$ cat src/rtl/unsigned_i2s_tx_if.sv
// Purpose : sample-side and I2S-side signal bundle for unsigned_i2s_tx.
// Latency : n/a (wiring only).
// Backpressure: none; the sample source offers a pair on cen and never stalls.
//
// Signals:
//   cen          - sample strobe, left/right valid in any cycle where cen=1
//   left, right  - unsigned (offset-binary) W-bit samples
//   bclk         - I2S bit clock
//   lrck         - I2S word select, 0 = left, 1 = right
//   sdata        - I2S serial data, MSB first
// Modports: master = sample source / I2S sink, slave = the transmitter.

interface unsigned_i2s_tx_if #(
  parameter int W = 16
) ();

  logic         cen;
  logic [W-1:0] left;
  logic [W-1:0] right;
  logic         bclk;
  logic         lrck;
  logic         sdata;

  modport master (
    output cen,
    output left,
    output right,
    input  bclk,
    input  lrck,
    input  sdata
  );

  modport slave (
    input  cen,
    input  left,
    input  right,
    output bclk,
    output lrck,
    output sdata
  );

endinterface

$ cat src/rtl/unsigned_i2s_tx.sv
// Purpose : converts unsigned stereo samples to signed 16-bit and serialises
//           them as a standard I2S stream through a small pair FIFO.
// Latency : a pair pushed before a frame boundary goes out in the next frame
//           (64*BCLK_DIV clk per frame); never bypasses the FIFO.
// Backpressure: none upstream; a pair offered to a full FIFO (with no pop in
//           the same cycle) is dropped and flagged on overrun.
//
// Ports:
//   clk, rst_n     - single clock (rising edge), asynchronous active-low reset
//   bus (slave)    - cen/left/right sample input, bclk/lrck/sdata I2S output
//   level          - pairs currently held in the FIFO
//   overrun        - one-clk pulse when an offered pair is dropped
//   underrun       - one-clk pulse when a frame starts with the FIFO empty
//
// Option macro UNSIGNED_I2S_TX_MUTE_ON_UNDERRUN_EN: when defined an underrun
// frame carries silence (0x0000/0x0000); otherwise the last popped pair is
// repeated.

module unsigned_i2s_tx #(
  parameter int W        = 16,
  parameter int DEPTH    = 4,
  parameter int BCLK_DIV = 4
) (
  input  logic                   clk,
  input  logic                   rst_n,
  unsigned_i2s_tx_if.slave       bus,
  output logic [$clog2(DEPTH):0] level,
  output logic                   overrun,
  output logic                   underrun
);

  localparam int AW = $clog2(DEPTH);
  localparam int LW = AW + 1;
  localparam int DW = (BCLK_DIV > 1) ? $clog2(BCLK_DIV) : 1;

  localparam logic [DW-1:0] DIV_LAST   = DW'(BCLK_DIV - 1);
  localparam logic [LW-1:0] LEVEL_FULL = LW'(DEPTH);

  // Elaboration-time parameter guards.
  if (W < 1 || W > 16) begin : g_bad_w
    $fatal(1, "unsigned_i2s_tx: W must be in 1..16");
  end
  if (DEPTH < 2 || (DEPTH & (DEPTH - 1)) != 0) begin : g_bad_depth
    $fatal(1, "unsigned_i2s_tx: DEPTH must be a power of two >= 2");
  end
  if (BCLK_DIV < 1) begin : g_bad_div
    $fatal(1, "unsigned_i2s_tx: BCLK_DIV must be >= 1");
  end

  // Offset-binary to two's complement: flipping the MSB after left-justifying
  // is the same as flipping the input MSB, and keeps W=1 legal.
  function automatic logic [15:0] to_s16(input logic [W-1:0] x);
    logic [15:0] t;
    t     = 16'(x) << (16 - W);
    t[15] = ~t[15];
    return t;
  endfunction

  // ---------------------------------------------------------------------
  // State
  // ---------------------------------------------------------------------
  logic [DW-1:0] div;
  logic          bclk_r;
  logic          lrck_r;
  logic          sdata_r;
  logic [4:0]    slot;
  logic [31:0]   shreg;
  logic [31:0]   last_pair;

  logic [31:0]   mem [DEPTH];
  logic [AW-1:0] wr_ptr;
  logic [AW-1:0] rd_ptr;

  // ---------------------------------------------------------------------
  // Frame timing
  // ---------------------------------------------------------------------
  logic       div_wrap;
  logic       fall;
  logic [4:0] slot_nxt;
  logic       frame_start;
  logic       lrck_nxt;

  assign div_wrap    = (div == DIV_LAST);
  // bclk is about to go 1->0: this is the only cycle that moves the slot.
  assign fall        = div_wrap & bclk_r;
  assign slot_nxt    = slot + 5'd1;
  assign frame_start = fall & (slot_nxt == 5'd0);
  // Word select switches one slot ahead of each MSB (slots 15 and 31).
  assign lrck_nxt    = (slot_nxt >= 5'd15) && (slot_nxt <= 5'd30);

  // ---------------------------------------------------------------------
  // FIFO control
  // ---------------------------------------------------------------------
  logic        empty;
  logic        full;
  logic        pop;
  logic        push;
  logic        drop;
  logic [31:0] in_pair;
  logic [31:0] head;
  logic [31:0] fill_pair;
  logic [31:0] load_dat;

  assign empty   = (level == '0);
  assign full    = (level == LEVEL_FULL);
  assign pop     = frame_start & ~empty;
  // A full FIFO still accepts when the head leaves in the same cycle.
  assign push    = bus.cen & (~full | pop);
  assign drop    = bus.cen & full & ~pop;
  assign in_pair = {to_s16(bus.left), to_s16(bus.right)};
  assign head    = mem[rd_ptr];

`ifdef UNSIGNED_I2S_TX_MUTE_ON_UNDERRUN_EN
  assign fill_pair = 32'h0000_0000;
`else
  assign fill_pair = last_pair;
`endif

  // Empty at frame start: send the fill pair. A pair pushed this very cycle
  // is not visible here and waits for the next frame.
  assign load_dat = empty ? fill_pair : head;

  // Storage has no reset; validity is tracked by the pointers and level.
  always_ff @(posedge clk) begin
    if (push) begin
      mem[wr_ptr] <= in_pair;
    end
  end

  always_ff @(posedge clk or negedge rst_n) begin
    if (!rst_n) begin
      div       <= '0;
      bclk_r    <= 1'b0;
      lrck_r    <= 1'b0;
      sdata_r   <= 1'b0;
      slot      <= 5'd31;
      shreg     <= '0;
      last_pair <= '0;
      wr_ptr    <= '0;
      rd_ptr    <= '0;
      level     <= '0;
      overrun   <= 1'b0;
      underrun  <= 1'b0;
    end else begin
      overrun  <= drop;
      underrun <= frame_start & empty;

      // Bit clock divider.
      if (div_wrap) begin
        div    <= '0;
        bclk_r <= ~bclk_r;
      end else begin
        div <= div + DW'(1);
      end

      // Serialiser: everything visible on the I2S pins changes on the
      // falling bclk edge so the receiver samples mid-bit on the rising edge.
      if (fall) begin
        slot   <= slot_nxt;
        lrck_r <= lrck_nxt;
        if (frame_start) begin
          sdata_r <= load_dat[31];
          shreg   <= {load_dat[30:0], 1'b0};
        end else begin
          sdata_r <= shreg[31];
          shreg   <= {shreg[30:0], 1'b0};
        end
      end

      if (pop) begin
        last_pair <= head;
        rd_ptr    <= rd_ptr + AW'(1);
      end
      if (push) begin
        wr_ptr <= wr_ptr + AW'(1);
      end

      case ({push, pop})
        2'b10:   level <= level + LW'(1);
        2'b01:   level <= level - LW'(1);
        default: level <= level;
      endcase
    end
  end

  assign bus.bclk  = bclk_r;
  assign bus.lrck  = lrck_r;
  assign bus.sdata = sdata_r;

endmodule

$ cat src/flat_wrapper.sv
// flat-port wrapper written by rule: the top's interface ports become plain ports
module unsigned_i2s_tx_flat 
#(
  parameter int W        = 16,
  parameter int DEPTH    = 4,
  parameter int BCLK_DIV = 4
)
  (clk, rst_n, level, overrun, underrun, bus_cen, bus_left, bus_right, bus_bclk, bus_lrck, bus_sdata);
  unsigned_i2s_tx_if #(.W(W)) bus_i ();
  input  logic clk;
  input  logic rst_n;
  output logic [$clog2(DEPTH):0] level;
  output logic overrun;
  output logic underrun;
  input wire logic [$bits(bus_i.cen)-1:0] bus_cen;
  input wire logic [$bits(bus_i.left)-1:0] bus_left;
  input wire logic [$bits(bus_i.right)-1:0] bus_right;
  output wire logic [$bits(bus_i.bclk)-1:0] bus_bclk;
  output wire logic [$bits(bus_i.lrck)-1:0] bus_lrck;
  output wire logic [$bits(bus_i.sdata)-1:0] bus_sdata;
  assign bus_i.cen = bus_cen;
  assign bus_i.left = bus_left;
  assign bus_i.right = bus_right;
  assign bus_bclk = bus_i.bclk;
  assign bus_lrck = bus_i.lrck;
  assign bus_sdata = bus_i.sdata;
  unsigned_i2s_tx #(.W(W), .DEPTH(DEPTH), .BCLK_DIV(BCLK_DIV)) u_core (.clk(clk), .rst_n(rst_n), .bus(bus_i), .level(level), .overrun(overrun), .underrun(underrun));
endmodule
$ cat config.mk
export PLATFORM = sky130hd
export DESIGN_NAME = unsigned_i2s_tx_flat
export DESIGN_NICKNAME = d
export VERILOG_FILES = /design/src/rtl/unsigned_i2s_tx_if.sv /design/src/rtl/unsigned_i2s_tx.sv /design/src/flat_wrapper.sv
export SDC_FILE = /design/constraint.sdc
export NUM_CORES = 1
export LEC_CHECK = 0
export BUFFER_PORTS_ARGS = -buffer_cell sky130_fd_sc_hd__clkbuf_2
export CAP_MARGIN = 25
export CORE_MARGIN = 1.5
export CORE_UTILIZATION = 55
export DETAILED_ROUTE_END_ITERATION = 16
export PLACE_DENSITY = 0.76
export SETUP_SLACK_MARGIN = 0.3
export SYNTH_ARGS = -nofsm -noshare
export SYNTH_HDL_FRONTEND = slang
export SYNTH_SLANG_ARGS = --single-unit
$ cat constraint.sdc
create_clock -name clk -period 2.9 [get_ports clk]
set_input_delay 0.58 -clock clk [delete_from_list [all_inputs] [get_ports clk]]
set_output_delay 0.58 -clock clk [all_outputs]
set_load 0.03 [all_outputs]
==> results.ini, run 1 <==
[route]
wl_mm=16.2
first_pass_iters=4
wl_met3_um=919
drc_errors=0
via_count=4628
drt-initial-drc-count=339
ant_nets=0
viasPerCell=5.74
wl_met1_mm=6.57
routed.top_layer=met4
avgRoutedWirePerCell_um=20.1
wl_met2_mm=8.43

[grt]
antenna_found_initial=0
grt_max_degree=48
overflow=0
grt_pass1_vias=4932
track_usage_pct=20.4
grt_pass1_wl_mm=25.8

[synth]
yosysTopAreaCellShare_pct=43.8
ys_warn_count=0
yosys-top-cells-area=edfxtp_1, dfrtp_1, mux4_2
syn_avg_cell_area_sq_um=17.1
synth-seq-cells=210
yosysTopAreaCell=edfxtp_1
syn-cell-area_sq_um=8780
netlist_instances=514
synth-simple-area-share_pct=3.80
yosysUniqueCellTypes=49
synthFlopType=edfxtp_1
async_reset_ff_share_pct=39.0
yosys-mux-area-fraction_pct=12.3
synth_edf_count=128
synth_top_family_by_area=multiplexers
syn_nets=560
synth_xor_area_share_pct=1.30
ys_seq_area_share_pct=67.2
synth_compound_area_share_pct=9.77
synthAdderAreaFrac_pct=1.65

[final_layout]
drive_gt1_share_pct=34.7
nFillCells=1085
nNetsFinal=620
layout.cells.non_filler=806
layout_common_cells=edfxtp_1, dfrtp_1, clkbuf_2, inv_1, nor2_1
layout_commonest_cell=edfxtp_1
num_antenna_cells=0
syn_to_final_growth_pct=14.6

[die]
start_util_pct=55.9
die_h_um=129
rows=46
die_area_sq_um=16700
io_pins=43
coreArea_sq_um=15700
fp.dieW_um=129

[sta]
rsz0062_at_grt=no
skew_ns=0.00522
setup_viol_count_final=0
max_freq_mhz=402
finalHoldViolations=0
worstMarginPinSlew_ns=0.742
fin_hold_ws_ns=0.0952
slew_viol_final=0
layout_min_cycle_time_ns=2.48
tns_ns=0
slew-limit-headroom_pct=50.6
fin_crit_sh_pct=85.7

[clocking]
clk_latency_ns=0.49
cts_tree=done
postCtsHoldBufs=0
cts.path.max_buffers=3
clkSinkCount=210
numCtsBuffers=22
clkTransAtPathRegs_ns=0.06
root_buffer=clkbuf_16
h-tree-depth=1

[setup_path]
critical_path_class=register to register
r2r_setup_slack_ns=0.42
endpoint_kind=register
crit_required_ns=3.31
crit_fanout=9
arrival_ns=2.89
startpoint_type=register

[power]
ir_worst_vdd_v=0.000586
p_leak_nw=3.93
p_per_area_nw_per_um2=732

[placed_design]
dpl.hpwl_mm=9.95
place_congestion=0.740
io_buffers=42
dp_cells=765

[job]
maxCapViolCount=0

[status]
outcome=completed

[hold_path]
min_path_type=primary input to asynchronous set/reset pin

## Yosys cell counts, types with 2 or more instances
cell type  instances
buf_6              4
and2_1             5
mux4_2            32
and3_1             4
xnor2_1            8
buf_4              2
dfstp_2            5
buf_2             11
xor2_1             5
edfxtp_1         128
nand2_1           10
a221oi_2          27
o22ai_2           10
nor2_1            35
o22ai_1           18
clkbuf_1          10
nor3b_1            3
mux2_1            18
nor3_1             2
nand3_1            2
o21ai_0            5
o31ai_1            3
nand4_1            3
mux2_2            14
ha_1              10
buf_8              2
a21oi_1            2
inv_1             39
dfrtp_1           77
## timing repair
item / in CTS / in global routing
endpoints found under the setup margin: 0 / 27
buffers inserted: 0 / 1
resized for setup: 0 / 4
## cell families (layout without fill, tap and decap cells)
kind of cell	Yosys count	after routing
and+or+nand+nor	69	69
buffers and inverters	69	145
xor gates and xnor gates	13	13
AOI/OAI and AO/OA	78	78
adders and majority gates	11	11
DFF	210	210
muxes	64	64
## layer usage
metal,global-route usage (%),vias up
li1,-,2095
met1,26.6,2396
met2,35.2,111
met3,3.96,26
met4,5.62,0
met5,0,-
## power by group
| part | internal (W) | switching, W | leakage [nW] | total (W) |
|---|---|---|---|---|
| Sequential | 0.00362 | 0.000110 | 2.28 | 0.00373 |
| Combinational | 0.000251 | 0.000498 | 1.27 | 0.000748 |
| Clock | 0.00180 | 0.00109 | 0.373 | 0.00289 |
| Total | 0.00567 | 0.00170 | 3.93 | 0.00737 |
## final timing paths
check,start,to,cells after the start
setup / recovery,u_core.slot[1]$_DFFE_PN1P_,u_core.level[2]$_DFFE_PN0P_,11
hold / removal,rst_n,u_core.level[1]$_DFFE_PN0P_,1
setup reg to reg,u_core.slot[1]$_DFFE_PN1P_,u_core.level[2]$_DFFE_PN0P_,11
hold reg to reg,u_core.div[0]$_DFF_PN0_,u_core.div[0]$_DFF_PN0_,1
max in group asynchronous,rst_n,u_core.fill_pair[22]$_DFFE_PN0P_,2
min in group clk,bus_right[10],u_core.mem[3][10]$_DFFE_PP_,1
## final cells by class
cell class	count	area [sq um]	share of cell area, %
repair buffers	66	418	4.15
inverters	39	146	1.45
flip-flops and latches	210	5900	58.7
clock inverters	14	169	1.68
multi-input cells	235	2570	25.5
well taps	216	270	2.69
clock buffers	26	587	5.83
## flip-flops by register name, summed over array words and instances, names as in the netlist
register          count
u_core.mem          128
u_core.fill_pair     32
u_core.shreg         31
u_core.slot           5
u_core.level          3
u_core.div            2
u_core.rd_ptr         2
u_core.wr_ptr         2
u_core.bus.bclk       1
u_core.bus.lrck       1
u_core.bus.sdata      1
u_core.overrun        1
u_core.underrun       1
## per-stage QoR
stage / utilization [%] / area (sq um) / power [W] / worst slack (ns)
floorplan: - / 8790 / 0.00420 / 0.360
global placement: 59.1 / 9280 / 0.00449 / 0.446
detailed placement: 59.1 / 9280 / 0.00455 / 0.352
CTS: 63.9 / 10000 / 0.00745 / 0.322
global route: 64.0 / 10100 / 0.00766 / 0.296
finish: 64.0 / 10100 / 0.00737 / 0.415
## critical path, cell delays in order (launching register included)
cell,delay [ns]
dfstp_2,0.64
a211o_1,0.24
a21oi_4,0.10
o21ai_4,0.23
a21boi_2,0.09
inv_1,0.06
ha_1,0.17
inv_1,0.07
fa_1,0.38
xor2_1,0.15
nor2_1,0.11
xor2_1,0.17
No activity file was read; power rests on OpenSTA's default activity.
==> run 2: changes to the inputs <==
Settings changed: RECOVER_POWER from default to 50.
==> run 2 against run 1 <==
Final area is 0.52% lower. Non-clock buffer count stayed put. Final cell count stayed put. Die area stayed put. Combinational power is 2% lower. Via count hardly changed. Count of clock-buffer cells in the layout stayed put. Clock skew is 0.0013 ns higher. Wire length is 0.97% lower. Setup slack worse by 0.074 ns. Register-to-register slack worse by 0.07 ns. Highest routed layer unchanged.
==> results.ini, run 2 (synthesis results as in run 1) <==
[route]
via_count=4629  ; was 4628
first_pass_iters=5  ; was 4
drc_errors=0  ; unchanged
wl_mm=16.0  ; was 16.2 mm
avgRoutedWirePerCell_um=19.9  ; was 20.1 um
drt-initial-drc-count=382  ; was 339
ant_nets=0  ; unchanged
viasPerCell=5.74  ; about the same

[grt]
overflow=0  ; unchanged
grt_max_degree=48  ; unchanged
grt_pass1_vias=4932  ; unchanged
antenna_found_initial=0  ; unchanged
grt_pass1_wl_mm=25.8  ; unchanged
track_usage_pct=20.4  ; unchanged

[placed_design]
dp_cells=765  ; unchanged
place_congestion=0.740  ; unchanged
dpl.hpwl_mm=9.95  ; unchanged
io_buffers=42  ; unchanged

[setup_path]
rr_worst_depth=11  ; unchanged
arrival_ns=2.97  ; was 2.89 ns
endpoint_kind=register  ; unchanged
crit_path_cell_trace=a211o_1 -> a21oi_4 -> o21ai_4 -> a21boi_2 -> inv_1 -> ha_1 -> inv_1 -> fa_1 -> xor2_1 -> nor2_1 -> xor2_1  ; unchanged
worst-path-buf-inv=2  ; unchanged
r2r_setup_slack_ns=0.34  ; was 0.42 ns
critical_path_class=register to register  ; unchanged
cp.depth=11  ; unchanged
startpoint_type=register  ; unchanged
r2r_end=u_core.level[2]$_DFFE_PN0P_  ; unchanged
crit_path_end=u_core.level[2]$_DFFE_PN0P_  ; unchanged
crit_slowest_cell=dfstp_1  ; was dfstp_2
crit_required_ns=3.31  ; about the same
crit_start=u_core.slot[0]$_DFFE_PN1P_  ; was u_core.slot[1]$_DFFE_PN1P_
critical-path-top-delay-family=flip-flops  ; was compound AO/OA/AOI/OAI gates
r2r-start=u_core.slot[0]$_DFFE_PN1P_  ; was u_core.slot[1]$_DFFE_PN1P_
worst_path_largest_cell_delay_ns=0.69  ; was 0.64 ns
crit_fanout=7  ; was 9

[final_layout]
layout_commonest_cell=edfxtp_1  ; unchanged
layout.cells.non_filler=806  ; unchanged
largest_register_ffs=128  ; unchanged
regMostFlops=u_core.mem  ; unchanged
syn_to_final_growth_pct=14.0  ; was 14.6%
nNetsFinal=620  ; unchanged
layout_common_cells=edfxtp_1, dfrtp_1, inv_1, clkbuf_1, nor2_1  ; was edfxtp_1, dfrtp_1, clkbuf_2, inv_1, nor2_1
drive_gt1_share_pct=28.8  ; was 34.7%
num_antenna_cells=0  ; unchanged

[sta]
max_freq_mhz=391  ; was 402 MHz
tns_ns=0  ; unchanged
rsz0062_at_grt=no  ; unchanged
fin_crit_sh_pct=88.2  ; was 85.7%
skew_ns=0.00654  ; was 0.00522 ns
setup_viol_count_final=0  ; unchanged
layout_min_cycle_time_ns=2.56  ; was 2.48 ns
slew-limit-headroom_pct=19.3  ; was 50.6%
worstMarginPinSlew_ns=1.21  ; was 0.742 ns
finalHoldViolations=0  ; unchanged
slew_viol_final=0  ; unchanged

[die]
fp.dieW_um=129  ; unchanged
io_pins=43  ; unchanged
start_util_pct=55.9  ; unchanged
coreArea_sq_um=15700  ; unchanged
die_area_sq_um=16700  ; unchanged
rows=46  ; unchanged
die_h_um=129  ; unchanged

[clocking]
h-tree-depth=1  ; unchanged
clkSinkCount=210  ; unchanged
numCtsBuffers=22  ; unchanged
postCtsHoldBufs=0  ; unchanged
cts_tree=done  ; unchanged
clk_latency_ns=0.49  ; about the same
cts.path.max_buffers=3  ; unchanged
clkTransAtPathRegs_ns=0.06  ; about the same
root_buffer=clkbuf_16  ; unchanged

[power]
p_leak_nw=3.83  ; was 3.93 nW
ir_worst_vdd_v=0.000581  ; was 0.000586 V
p_per_area_nw_per_um2=734  ; was 732 nW/um^2

[status]
outcome=completed  ; unchanged

[hold_path]
min_path_type=primary input to asynchronous set/reset pin  ; unchanged

[job]
maxCapViolCount=0  ; unchanged

## run 2: cell types whose count changed in the layout (fill, tap and decap cells not counted)
cell / delta
buf_4: -4
clkbuf_1: +34
clkbuf_2: -30
dfstp_1: +1
dfstp_2: -1
## run 2: per-stage QoR
step / hold slack (ns) / util, % / setup slack (ns) / power, W / area, sq um
2_1_floorplan: 0.284 / - / 0.360 / 0.00420 / 8790
3_3_place_gp: 0.420 / 59.1 / 0.446 / 0.00449 / 9280
3_5_place_dp: 0.451 / 59.1 / 0.352 / 0.00455 / 9280
4_1_cts: 0.121 / 63.9 / 0.322 / 0.00745 / 10000
5_1_grt: 0.342 / 63.7 / 0.224 / 0.00765 / 10000
6_report: 0.331 / 63.7 / 0.341 / 0.00735 / 10000
## run 2: metal layers
metal | vias up | part of all wire, % | track usage, %
met3 | 30 | 5.4 | 3.96
met4 | 0 | 1.9 | 5.62
met2 | 100 | 52 | 35.2
met1 | 2404 | 41 | 26.6
li1 | 2095 | - | -
met5 | - | 0 | 0
## run 2: worst min-delay path by stage
| stage | slack, ns | to | from | cells after the start |
|---|---|---|---|---|
| after global routing | 0.34 | u_core.mem[3][6]$_DFFE_PP_ | bus_right[6] | 1 |
| after detailed placement | 0.45 | u_core.div[0]$_DFF_PN0_ | u_core.div[0]$_DFF_PN0_ | 1 |
| final | 0.33 | u_core.level[1]$_DFFE_PN0P_ | rst_n | 1 |
| after CTS | 0.12 | u_core.fill_pair[31]$_DFFE_PN0P_ | rst_n | 1 |
| after floorplan | 0.28 | u_core.bus.bclk$_DFFE_PN0N_ | rst_n | 0 |
| after global placement | 0.42 | u_core.div[0]$_DFF_PN0_ | u_core.div[0]$_DFF_PN0_ | 1 |
## run 2: area by class of cell
cell class	count	area (sq um)
clock buffers	26	587
clock inverters	14	169
fillers	1106	5700
inverters	39	146
multi-input cells	235	2570
flip-flops and latches	210	5900
well taps	216	270
repair buffers	66	365
## run 2: power by group
group / internal (W) / switching, W / total, W
combinational: 0.000243 / 0.000489 / 0.000732
clock: 0.00180 / 0.00109 / 0.00289
sequential: 0.00362 / 0.000110 / 0.00373
## run 2: repair_timing
| item | 4_1_cts | 5_1_grt |
|---|---|---|
| endpoints found under the setup margin | 0 | 27 |
| setup buffers | 0 | 1 |
| gates resized for setup | 0 | 4 |
## run 2: worst register-to-register path, delay by kind of cell (launching register included)
kind	cells	cell delay (ns)
flops	1	0.69
compound gates	4	0.68
fa+ha+maj	2	0.55
xor+xnor	2	0.32
buf+inv	2	0.13
simple gates	1	0.11
==> run 3: changes to the inputs <==
Settings changed: CORE_UTILIZATION 55 to 52, PLACE_DENSITY 0.76 to 0.72.
==> run 3 against run 2 <==
The flow now finishes with violations (max-capacitance violations, max-slew violations). Sequential share of layout area rose by 0.45 points. Count of clock-buffer cells in the layout rose by 3. Sequential cell count did not move. Largest cell class unchanged. Highest routed layer unchanged.
==> results.ini, run 3 (synthesis results as in run 1) <==
[clocking]
clk_latency_ns=0.50  ; was 0.49 ns
cts_tree=done  ; unchanged
cts.path.max_buffers=3  ; unchanged
clkSinkCount=210  ; unchanged
postCtsHoldBufs=0  ; unchanged
root_buffer=clkbuf_16  ; unchanged
numCtsBuffers=22  ; unchanged
h-tree-depth=1  ; unchanged
clkTransAtPathRegs_ns=0.06  ; about the same

[die]
io_pins=43  ; unchanged
die_area_sq_um=17700  ; was 16700 sq um
rows=47  ; was 46
start_util_pct=53.2  ; was 55.9%
die_h_um=133  ; was 129 um
fp.dieW_um=133  ; was 129 um
coreArea_sq_um=16500  ; was 15700 sq um

[sta]
worstMarginPinSlew_ns=2.08  ; was 1.21 ns
layout_min_cycle_time_ns=2.58  ; was 2.56 ns
max_freq_mhz=388  ; was 391 MHz
setup_viol_count_final=0  ; unchanged
skew_ns=0.0185  ; was 0.00654 ns
finalHoldViolations=0  ; unchanged
slew_viol_final=41  ; was 0
slew-limit-headroom_pct=-38.9  ; was 19.3%
rsz0062_at_grt=no  ; unchanged
fin_hold_ws_ns=0.331  ; about the same
fin_crit_sh_pct=88.9  ; was 88.2%
tns_ns=0  ; unchanged

[setup_path]
arrival_ns=2.99  ; was 2.97 ns
endpoint_kind=register  ; unchanged
crit_fanout=9  ; was 7
critical_path_class=register to register  ; unchanged
crit_required_ns=3.32  ; was 3.31 ns
startpoint_type=register  ; unchanged

[power]
p_per_area_nw_per_um2=716  ; was 734 nW/um^2
clkPwrFrac_pct=36.8  ; was 39.3%
ir_worst_vdd_v=0.000537  ; was 0.000581 V
swShare_pct=24.1  ; was 23.0%
p_sw_w=0.00171  ; was 0.00169 W
total_power_w=0.00711  ; was 0.00735 W
p_int_w=0.00540  ; was 0.00566 W
p_leak_nw=3.77  ; was 3.83 nW
power_frac_comb_pct=10.8  ; was 10.0%
seqPwrFrac_pct=52.4  ; was 50.7%

[placed_design]
dp_cells=766  ; was 765
place_congestion=0.741  ; was 0.740
dpl.hpwl_mm=9.33  ; was 9.95 mm
io_buffers=42  ; unchanged

[final_layout]
syn_to_final_growth_pct=13.1  ; was 14.0%
layout_common_cells=edfxtp_1, dfrtp_1, inv_1, clkbuf_1, nor2_1  ; unchanged
layout.cells.non_filler=807  ; was 806
regMostFlops=u_core.mem  ; unchanged
layout_commonest_cell=edfxtp_1  ; unchanged
finalCoreUtilization_pct=60.1  ; was 63.7%
largest_register_ffs=128  ; unchanged
nNetsFinal=617  ; was 620
num_antenna_cells=0  ; unchanged
drive_gt1_share_pct=27.9  ; was 28.8%

[status]
outcome=finished, violations left  ; was completed
failed_checks=max-capacitance violations, max-slew violations

[route]
viasPerCell=5.68  ; was 5.74
wl_mm=15.6  ; was 16.0 mm
first_pass_iters=4  ; was 5
drc_errors=0  ; unchanged
avgRoutedWirePerCell_um=19.3  ; was 19.9 um
drt-initial-drc-count=266  ; was 382
via_count=4583  ; was 4629
ant_nets=0  ; unchanged

[grt]
grt_pass1_wl_mm=25.8  ; about the same
track_usage_pct=18.7  ; was 20.4%
antenna_found_initial=0  ; unchanged
grt_max_degree=41  ; was 48
overflow=0  ; unchanged
grt_pass1_vias=4853  ; was 4932

[hold_path]
min_path_type=primary input to register  ; was primary input to asynchronous set/reset pin

[job]
maxCapViolCount=1  ; was 0

run 3: cell types whose count changed in the layout (fill, tap and decap cells not counted), moves of 2 or more:
cell	change
buf_12	+2
buf_4	-5
bufinv_16	-3
clkbuf_1	+2
clkinv_2	-2
clkinvlp_4	+3
run 3: final cells by class:
type / instances / area [sq um]
flip-flops and latches: 210 / 5900
clock inverters: 11 / 95.1
repair buffers: 63 / 369
well taps: 220 / 275
multi-input cells: 235 / 2560
fillers: 1244 / 6590
inverters: 39 / 146
clock buffers: 29 / 587
run 3: worst max-delay path, stage by stage, from the launching register on:
cell	delay [ns]
dfstp_1	0.72
ha_1	0.31
and3_1	0.27
o211ai_4	0.09
inv_1	0.08
ha_1	0.17
inv_1	0.06
fa_1	0.37
xor2_1	0.15
nor2_1	0.13
xor2_1	0.15
run 3: path summary, 6_finish.rpt:
check / startpoint / to / slack [ns] / cells after the start
worst min register to register: u_core.div[0]$_DFF_PN0_ / u_core.div[0]$_DFF_PN0_ / 0.43 / 1
worst min-delay path: bus_left[2] / u_core.mem[0][18]$_DFFE_PP_ / 0.33 / 1
min in group asynchronous: rst_n / u_core.rd_ptr[0]$_DFFE_PN0P_ / 0.68 / 1
worst max-delay path: u_core.slot[0]$_DFFE_PN1P_ / u_core.level[2]$_DFFE_PN0P_ / 0.32 / 10
worst max register to register: u_core.slot[0]$_DFFE_PN1P_ / u_core.level[2]$_DFFE_PN0P_ / 0.32 / 10
max in group asynchronous: rst_n / u_core.shreg[28]$_DFFE_PN0P_ / 0.78 / 2
run 3: through the flow:
step                      setup slack (ns)  instance area [sq um]
after floorplan                      0.360                   8790
after global placement               0.475                   9290
after detailed placement             0.334                   9290
after CTS                            0.339                   9970
after global routing                 0.213                   9930
final                                0.323                   9930
run 3: metal layers:
| layer | routed length, um | share of wire [%] | global-route usage, % |
|---|---|---|---|
| met5 | 0 | 0 | 0 |
| met3 | 579 | 3.7 | 3.10 |
| met1 | 6660 | 43 | 24.9 |
| met4 | 331 | 2.1 | 5.31 |
| met2 | 7980 | 51 | 31.9 |
run 3: what timing repair did:
action,CTS,global route
setup buffers,0,1
resized for setup,0,1
setup endpoints to repair,0,2
run 3: power by group through the flow:
stage	clock network, W	logic (W)	registers, W
floorplan	0	0.000399	0.00380
global placement	0	0.000774	0.00376
finish	0.00262	0.000768	0.00373
detailed placement	0	0.000801	0.00379
global route	0.00281	0.000843	0.00376
CTS	0.00268	0.000802	0.00373
